$ cat src/rtl/mips_timer_pkg.sv
// Shared constants for the memory-mapped MIPS timer: register offsets,
// CTRL bit positions, reset values and the run-state encoding.
package mips_timer_pkg;

  // Word offsets, i.e. memaddr[4:2]
  localparam logic [2:0] TMR_CTRL     = 3'd0;
  localparam logic [2:0] TMR_PRESCALE = 3'd1;
  localparam logic [2:0] TMR_COUNT    = 3'd2;
  localparam logic [2:0] TMR_COMPARE  = 3'd3;
  localparam logic [2:0] TMR_STATUS   = 3'd4;

  localparam int CTRL_EN     = 0;
  localparam int CTRL_RELOAD = 1;
  localparam int CTRL_IRQEN  = 2;

  localparam logic [31:0] COMPARE_RST = 32'hFFFF_FFFF;

  typedef enum logic {
    ST_IDLE = 1'b0,
    ST_RUN  = 1'b1
  } tmr_state_e;

endpackage

$ cat src/rtl/mips_timer_prescaler.sv
// Clock divider for the timer: emits a one-cycle tick every div+1 cycles
// while run is high.
module timer_prescaler #(
  parameter int PRESCALE_W = 16
) (
  input  logic                  clk,
  input  logic                  reset,
  input  logic                  run,
  input  logic                  clr,
  input  logic [PRESCALE_W-1:0] div,
  output logic                  tick
);

  logic [PRESCALE_W-1:0] pcnt_q, pcnt_d;

  assign tick = run & (pcnt_q == div);

  // Held at zero while idle, so every enable starts a full period.
  always_comb begin
    pcnt_d = pcnt_q;
    if (clr || !run || tick) begin
      pcnt_d = '0;
    end else begin
      pcnt_d = pcnt_q + PRESCALE_W'(1);
    end
  end

  always_ff @(posedge clk or negedge reset) begin
    if (!reset) begin
      pcnt_q <= '0;
    end else begin
      pcnt_q <= pcnt_d;
    end
  end

endmodule

$ cat src/rtl/mips_timer.sv
// Timer responder on the single-cycle MIPS data bus: register window,
// prescaled COUNT vs COMPARE matching, sticky match flag and irq.
module mips_timer
  import mips_timer_pkg::*;
#(
  parameter logic [31:0] BASE_ADDR  = 32'hFFFF_0000,
  parameter int          PRESCALE_W = 16
) (
  input  logic        clk,
  input  logic        reset,
  input  logic        memwrite,
  input  logic [31:0] memaddr,
  input  logic [31:0] memwritedata,
  output logic        hit,
  output logic [31:0] rdata,
  output logic        irq
);

  tmr_state_e            state_q, state_d;
  logic                  reload_q, reload_d;
  logic                  irqen_q, irqen_d;
  logic [PRESCALE_W-1:0] prescale_q, prescale_d;
  logic [31:0]           count_q, count_d;
  logic [31:0]           compare_q, compare_d;
  logic                  match_q, match_d;

  logic [2:0]  offset;
  logic        we;
  logic        wr_ctrl, wr_prescale, wr_count, wr_compare, wr_status;
  logic        tick;
  logic        cmp_eq;
  logic [31:0] prescale_rd;
  logic        unused_addr_lsb;

  assign hit             = (memaddr[31:5] == BASE_ADDR[31:5]);
  assign offset          = memaddr[4:2];
  assign we              = memwrite & hit;
  assign wr_ctrl         = we & (offset == TMR_CTRL);
  assign wr_prescale     = we & (offset == TMR_PRESCALE);
  assign wr_count        = we & (offset == TMR_COUNT);
  assign wr_compare      = we & (offset == TMR_COMPARE);
  assign wr_status       = we & (offset == TMR_STATUS);
  assign cmp_eq          = (count_q == compare_q);
  assign irq             = match_q & irqen_q;
  assign unused_addr_lsb = ^memaddr[1:0];

  timer_prescaler #(
    .PRESCALE_W(PRESCALE_W)
  ) u_prescaler (
    .clk   (clk),
    .reset (reset),
    .run   (state_q == ST_RUN),
    .clr   (wr_prescale),
    .div   (prescale_q),
    .tick  (tick)
  );

  // A CPU write to CTRL overrides the one-shot auto-stop in the same cycle.
  always_comb begin
    state_d = state_q;
    case (state_q)
      ST_IDLE: begin
        if (wr_ctrl && memwritedata[CTRL_EN]) begin
          state_d = ST_RUN;
        end
      end
      ST_RUN: begin
        if (wr_ctrl) begin
          state_d = memwritedata[CTRL_EN] ? ST_RUN : ST_IDLE;
        end else if (tick && cmp_eq && !reload_q) begin
          state_d = ST_IDLE;
        end
      end
      default: state_d = ST_IDLE;
    endcase
  end

  // Order matters: W1C before the hardware set, CPU writes after the tick.
  always_comb begin
    reload_d   = reload_q;
    irqen_d    = irqen_q;
    prescale_d = prescale_q;
    count_d    = count_q;
    compare_d  = compare_q;
    match_d    = match_q;

    if (wr_status && memwritedata[0]) begin
      match_d = 1'b0;
    end

    if (tick) begin
      if (cmp_eq) begin
        match_d = 1'b1;
        if (reload_q) begin
          count_d = '0;
        end
      end else begin
        count_d = count_q + 32'd1;
      end
    end

    if (wr_ctrl) begin
      reload_d = memwritedata[CTRL_RELOAD];
      irqen_d  = memwritedata[CTRL_IRQEN];
    end
    if (wr_prescale) begin
      prescale_d = memwritedata[PRESCALE_W-1:0];
    end
    if (wr_count) begin
      count_d = memwritedata;
    end
    if (wr_compare) begin
      compare_d = memwritedata;
    end
  end

  always_ff @(posedge clk or negedge reset) begin
    if (!reset) begin
      state_q    <= ST_IDLE;
      reload_q   <= 1'b0;
      irqen_q    <= 1'b0;
      prescale_q <= '0;
      count_q    <= '0;
      compare_q  <= COMPARE_RST;
      match_q    <= 1'b0;
    end else begin
      state_q    <= state_d;
      reload_q   <= reload_d;
      irqen_q    <= irqen_d;
      prescale_q <= prescale_d;
      count_q    <= count_d;
      compare_q  <= compare_d;
      match_q    <= match_d;
    end
  end

  always_comb begin
    prescale_rd                   = '0;
    prescale_rd[PRESCALE_W-1:0]   = prescale_q;
    rdata                         = '0;
    if (hit) begin
      case (offset)
        TMR_CTRL:     rdata = {29'd0, irqen_q, reload_q, (state_q == ST_RUN)};
        TMR_PRESCALE: rdata = prescale_rd;
        TMR_COUNT:    rdata = count_q;
        TMR_COMPARE:  rdata = compare_q;
        TMR_STATUS:   rdata = {31'd0, match_q};
        default:      rdata = '0;
      endcase
    end
  end

endmodule

$ cat config.mk
export PLATFORM = sky130hd
export DESIGN_NAME = mips_timer
export DESIGN_NICKNAME = d
export VERILOG_FILES = /design/src/rtl/mips_timer_pkg.sv /design/src/rtl/mips_timer_prescaler.sv /design/src/rtl/mips_timer.sv
export SDC_FILE = /design/constraint.sdc
export NUM_CORES = 1
export LEC_CHECK = 0
export ABC_AREA = 1
export BUFFER_PORTS_ARGS = -buffer_cell sky130_fd_sc_hd__buf_2
export CAP_MARGIN = 5
export CORE_UTILIZATION = 50
export CTS_CLUSTER_SIZE = 10
export DETAILED_ROUTE_END_ITERATION = 8
export GPL_TIMING_DRIVEN = 1
export PLACE_DENSITY = 0.74
export SLEW_MARGIN = 10
export SYNTH_ARGS = -nofsm -noshare
export SYNTH_HDL_FRONTEND = slang
export SYNTH_SLANG_ARGS = --single-unit
$ cat constraint.sdc
create_clock -name clk -period 1.92 [get_ports clk]
set_clock_uncertainty 0.2 [all_clocks]
set_input_delay 0.288 -clock clk [delete_from_list [all_inputs] [get_ports clk]]
set_output_delay 0.288 -clock clk [all_outputs]
set_load 0.05 [all_outputs]
After elaboration in Yosys (flattened, before gate mapping)

Cells that the tools add are included.
Widths: inputs -> output; s select.

Output and inout port bits: 34
Input bits: 67
Flip-flop bits (word level): 100
Logic and storage cells: 53

Equality and inequality tests: 8
Muxes and demuxes: 15
Add/subtract/negate cells: 2
Reduce and logical (&&, ||, !) cells: 11
Bitwise logic cells: 9

Operators by type and width:

| kind                  | number |
|---|---|
| $mux 32               | 5 |
| $pmux 32 s5           | 1 |
| $add 32x1->32 const B | 1 |
| $eq 32x32->1          | 1 |
| $eq 27x27->1 const B  | 1 |
| $add 16x1->16 const B | 1 |
| $eq 16x16->1          | 1 |
| $mux 16               | 1 |
| $and 1x1->1           | 8 |
| $mux 1                | 7 |
| $eq 3x2->1 const B    | 2 |
| $logic_and 1x1->1     | 4 |
| $eq 3x1->1 const B    | 1 |
| $eq 3x3->1 const B    | 1 |
| $logic_not 3->1       | 1 |
| $ne 3x3->1 const B    | 1 |
| $logic_not 1->1       | 2 |
| $logic_or 1x1->1      | 2 |
| $pmux 1 s2            | 1 |
| $reduce_and 2->1      | 1 |
| $reduce_bool 2->1     | 1 |
| $not 1->1             | 1 |

Longest topological paths before layout

Depth in word-level cells: 7
Depth in mapped cells: 14
Depth with buffers taken out: 13

Cells and area by module

A second synthesis with hierarchy kept.

Cells, all modules: 1086
Area, all modules: 7121.8 sq um

Modules (own cells, without submodules):

| module          | area each (sq um) | sequential area each (sq um) | cells an instance | instances |
|---|---|---|---|---|
| mips_timer      | 5864.4            | 2142.1                       | 898               | 1 |
| timer_prescaler | 1257.5            | 400.4                        | 188               | 1 |

Worst setup path before layout

OpenSTA, ideal clock, no wires.

Kind: input to output
Start: input port memaddr[15]
End: output port rdata[11]
Cell stages on the path: 9
Buffers on the path: 1
Path slack: -0.957 ns
Data required time: 1.432 ns
Arrival time: 2.389 ns
Cell sequence: inv_1 -> nand2_1 -> nor2_1 -> nand2_1 -> nor2_2 -> and2_1 -> o21ai_1 -> clkbuf_1 -> a31oi_1

Longest elaborated chain between the ends: 2

Ends and longest elaborated chain:

| item         | RTL line          | source |
|---|---|---|
| from (decl)  | mips_timer.sv:12  | `input logic [31:0] memaddr,` |
| $eq 27x27->1 | mips_timer.sv:35  | `assign hit = (memaddr[31:5] == BASE_ADDR[31:5]);` |
| via hit      | mips_timer.sv:14  | `output logic hit,` |
| $mux 32      | mips_timer.sv:141 | `if (hit) begin` |
| to (decl)    | mips_timer.sv:15  | `output logic [31:0] rdata,` |

The timed path passes the listed nets, and every way through them passes these cells.

Final worst setup path

Start: register u_prescaler.pcnt_q[0]
End: register count_q[10]

Longest elaborated chain between the ends: 4

Ends and longest elaborated chain:

| item                               | RTL line                   | source |
|---|---|---|
| from (decl)                        | mips_timer_prescaler.sv:14 | `logic [PRESCALE_W-1:0] pcnt_q, pcnt_d;` |
| from (signal assigned)             | mips_timer_prescaler.sv:32 | `pcnt_q <= pcnt_d;` |
| $eq 16x16->1                       | mips_timer_prescaler.sv:16 | `assign tick = run & (pcnt_q == div);` |
| $and 1x1->1                        | mips_timer_prescaler.sv:16 |  |
| $reduce_bool 2->1 (no source line) | n/a                        |  |
| $reduce_and 2->1 (no source line)  | n/a                        |  |
| to (signal assigned)               | mips_timer.sv:131          | `count_q <= count_d;` |
| to (decl)                          | mips_timer.sv:23           | `logic [31:0] count_q, count_d;` |

Every way passes these cells.
A chain may end at the register's enable or synchronous reset.

==> results.py <==
metrics = {
    "cells_and_area": {
        "drive_gt1_share_pct": 35.4,
        "layout.nets": 1427,
        "diodes": 0,
        "final_cell_mix": "435 x nand2_1, 160 x buf_4, 94 x inv_1",
        "instances_no_fill": 1539,
        "seq_area_mm2": 0.00255,
        "fin_area_mm2": 0.0107,
        "syn_to_final_growth_pct": 52.7,
        "final_common_cell": "nand2_1",
        "multi_input_area_mm2": 0.00446,
        "fill_cells": 914,
    },
    "setup_path": {
        "worstRegToRegCells": 14,
        "cp.arrival_ps": 2250,
        "reg2reg_from": "u_prescaler.pcnt_q[0]",
        "crit_type": "reg2reg",
        "r2r_slack_ps": -280,
        "r2r_end": "count_q[10]",
        "crit_fanout": 7,
        "crit_path_end_kind": "register",
        "start_kind": "register",
        "worstPathRequired_ps": 1970,
    },
    "placement": {
        "dp_hpwl_um": 16000,
        "place.gp.congestion": 0.922,
        "port_buffers": 98,
        "placed_area_mm2": 0.00916,
        "dpl.cell_count": 1475,
    },
    "floorplanning": {
        "initial_utilization_pct": 52.1,
        "die-width_um": 120,
        "die_y_um": 120,
        "rows": 42,
        "die_area_mm2": 0.0145,
        "core_mm2": 0.0135,
        "pin_count": 101,
    },
    "timing": {
        "rsz0062_at_grt": "true",
        "min_period_over_period_pct": 115,
        "setup_ws_ps": -280,
        "slew_headroom_pct": 67.6,
        "period_needed_ps": 2200,
        "hold-worst-slack_ps": 4.23,
        "drv_slew": 0,
        "hold_viol_final": 0,
        "finalSetupViolations": 82,
        "worst_slew_pin_slew_ps": 484,
        "max_freq_ghz": 0.455,
    },
    "worst_hold_path": {
        "min_to": "compare_q[8]",
        "hold_start": "memwritedata[8]",
        "holdPathStages": 3,
        "min_path_type": "in2reg",
    },
    "pwr": {
        "peakVddDrop_mv": 0.336,
        "fin_total_pwr_w": 0.00417,
        "powerDensity_mw_per_mm2": 390,
        "p_leak_nw": 5.20,
    },
    "clock_network": {
        "numCtsBuffers": 9,
        "clock-sinks": 100,
        "clockBufferDepth": 2,
        "clkTransAtPathRegs_ps": 70,
        "htreeDepth": 3,
        "cts_tree": "yes",
        "worstSkewPairLatency_ps": 360,
        "cts_root_buf": "clkbuf_16",
    },
    "drt": {
        "vias": 8102,
        "route.detailed.drc": 0,
        "routed_wl_um": 24100,
        "wire_per_inst_um": 15.6,
        "postRouteAntennaNets": 0,
        "drt_iter0_markers": 767,
        "dr.pass1.iters": 5,
        "via_per_inst": 5.26,
    },
    "synth": {
        "yosysTopAreaCellShare_pct": 25.1,
        "ys_warn_count": 0,
        "yosysSeqAreaShare_pct": 36.3,
        "yosys.area_share.adder_pct": 0.357,
        "synth.area.mux_share_pct": 0,
        "synth_compound_area_share_pct": 7.39,
        "synthCells": 1095,
        "ys_ff_latch": 100,
        "syn_area_per_cell_um2": 6.40,
        "netlist_area_mm2": 0.00701,
        "synthesis.nets": 1164,
        "synth_top_family_by_area": "simple AND/OR/NAND/NOR gates",
        "synthTopCellsByArea": "nand2_1 25%, dfrtp_1 24%, dfstp_2 12%, nor2_1 5.7%, inv_1 5.6%",
        "synth-xor-area-share_pct": 6.00,
        "synth_top_area_cell": "nand2_1",
        "yosysUniqueCellTypes": 37,
        "synth-simple-area-share_pct": 39.7,
    },
    "run_status": {
        "status": "finished, violations left",
        "violations": "setup timing",
    },
    "grt": {
        "grt_max_degree": 43,
        "grtUsageTotal_pct": 32.0,
        "antenna_found_initial": 0,
        "grt_pass1_wl_um": 36300,
        "overflow": 0,
        "grt_pass1_vias": 7587,
    },
    "run": {
        "maxCapViolCount": 0,
    },
}
## cell families after synthesis
kind of cell / after synthesis
AND/OR/NAND/NOR: 686
buffers and inverters: 172
flip-flops: 100
AO/OA/AOI/OAI: 87
XOR/XNOR: 48
adder cells (fa/ha/maj): 2
## synthesized netlist by cell type
cell      instances
a21oi_1          10
a221oi_1          3
a22oi_1          22
a31oi_1           7
and2_1            2
and3_1            2
buf_1             3
buf_2            26
buf_4             8
clkbuf_1         20
clkbuf_2          7
dfrtp_1          68
dfstp_2          32
ha_1              2
inv_1           104
inv_2             4
nand2_1         469
nand2_2           2
nand3_1          66
nand3_2           1
nand3b_1          7
nand4_1           6
nand4_2           1
nor2_1          107
nor2_2            5
nor3_1           14
nor3_2            1
nor3_4            1
nor3b_1           1
o21a_1            1
o21ai_0          26
o21ai_1          16
o21ai_2           1
o22ai_1           1
or2_1             1
xnor2_1          31
xor2_1           17
## layer usage
| metal | wire length [um] | up-vias | track usage, % |
|---|---|---|---|
| met1 | 9890 | 3767 | 42.3 |
| met4 | 536 | 0 | 11.2 |
| li1 | - | 3916 | - |
| met3 | 2030 | 41 | 5.38 |
| met5 | 0 | - | 0 |
| met2 | 11600 | 378 | 52.8 |
## repair_timing
| action | 4_1_cts | 5_1_grt |
|---|---|---|
| hold buffers | 22 | 0 |
| hold endpoints to repair | 46 | 0 |
| gates resized for setup | 107 | 105 |
| gates cloned | 1 | 7 |
| buffers inserted | 5 | 14 |
| setup endpoints to repair | 70 | 83 |
| pin swaps | 9 | 66 |
## power breakdown
part           internal (W)   switching, W  total [W]  leakage, nW
Sequential          0.00211  0.00000000201    0.00211         1.26
Clock              0.000949       0.000811    0.00176        0.137
Combinational      0.000136       0.000166   0.000302         3.80
Total               0.00319       0.000977    0.00417         5.20
## critical path, stage by stage, from the launching register on
cell	delay, ps
dfrtp_1	410
buf_4	150
nand2_1	110
nand2_1	80
nor2_1	100
nand2_1	90
nor2_2	120
nand3_2	120
nand2_2	100
buf_4	120
o21ai_4	60
buf_12	140
clkbuf_16	150
nand2_1	70
nand2_1	50
## worst max path at each step
stage                              to  cells past startpoint                   from  slack [ps]
after floorplan             rdata[11]                      8            memaddr[12]        -150
after global placement      rdata[11]                     11            memaddr[14]        -230
after detailed placement    rdata[11]                     10            memaddr[27]        -290
after CTS                   rdata[11]                     10            memaddr[10]        -170
after global routing      count_q[10]                     14  u_prescaler.pcnt_q[0]        -350
final                     count_q[10]                     14  u_prescaler.pcnt_q[0]        -280
## sequential cells by signal (all words and copies together), names as in the netlist
name,cells
compare_q,32
state_q,1
u_prescaler.pcnt_q,16
count_q,32
irqen_q,1
reload_q,1
match_q,1
prescale_q,16
## area by class of cell
class	instances	share of cell area, %
multi-input cells	824	41.7
repair buffers	315	26.1
flip-flops and latches	100	23.8
inverters	108	3.81
clock buffers	14	2.47
well taps	176	2.06
clock inverters	2	0.0936
## per-stage QoR
step	TNS, ps	worst slack [ps]	utilization (%)
finish	-13990	-280	79.5
floorplan	-3290	-149	-
global placement	-11050	-234	68.1
global route	-19440	-355	79.5
CTS	-7780	-167	74.8
detailed placement	-13820	-287	68.1
No activity file was read; power rests on OpenSTA's default activity.
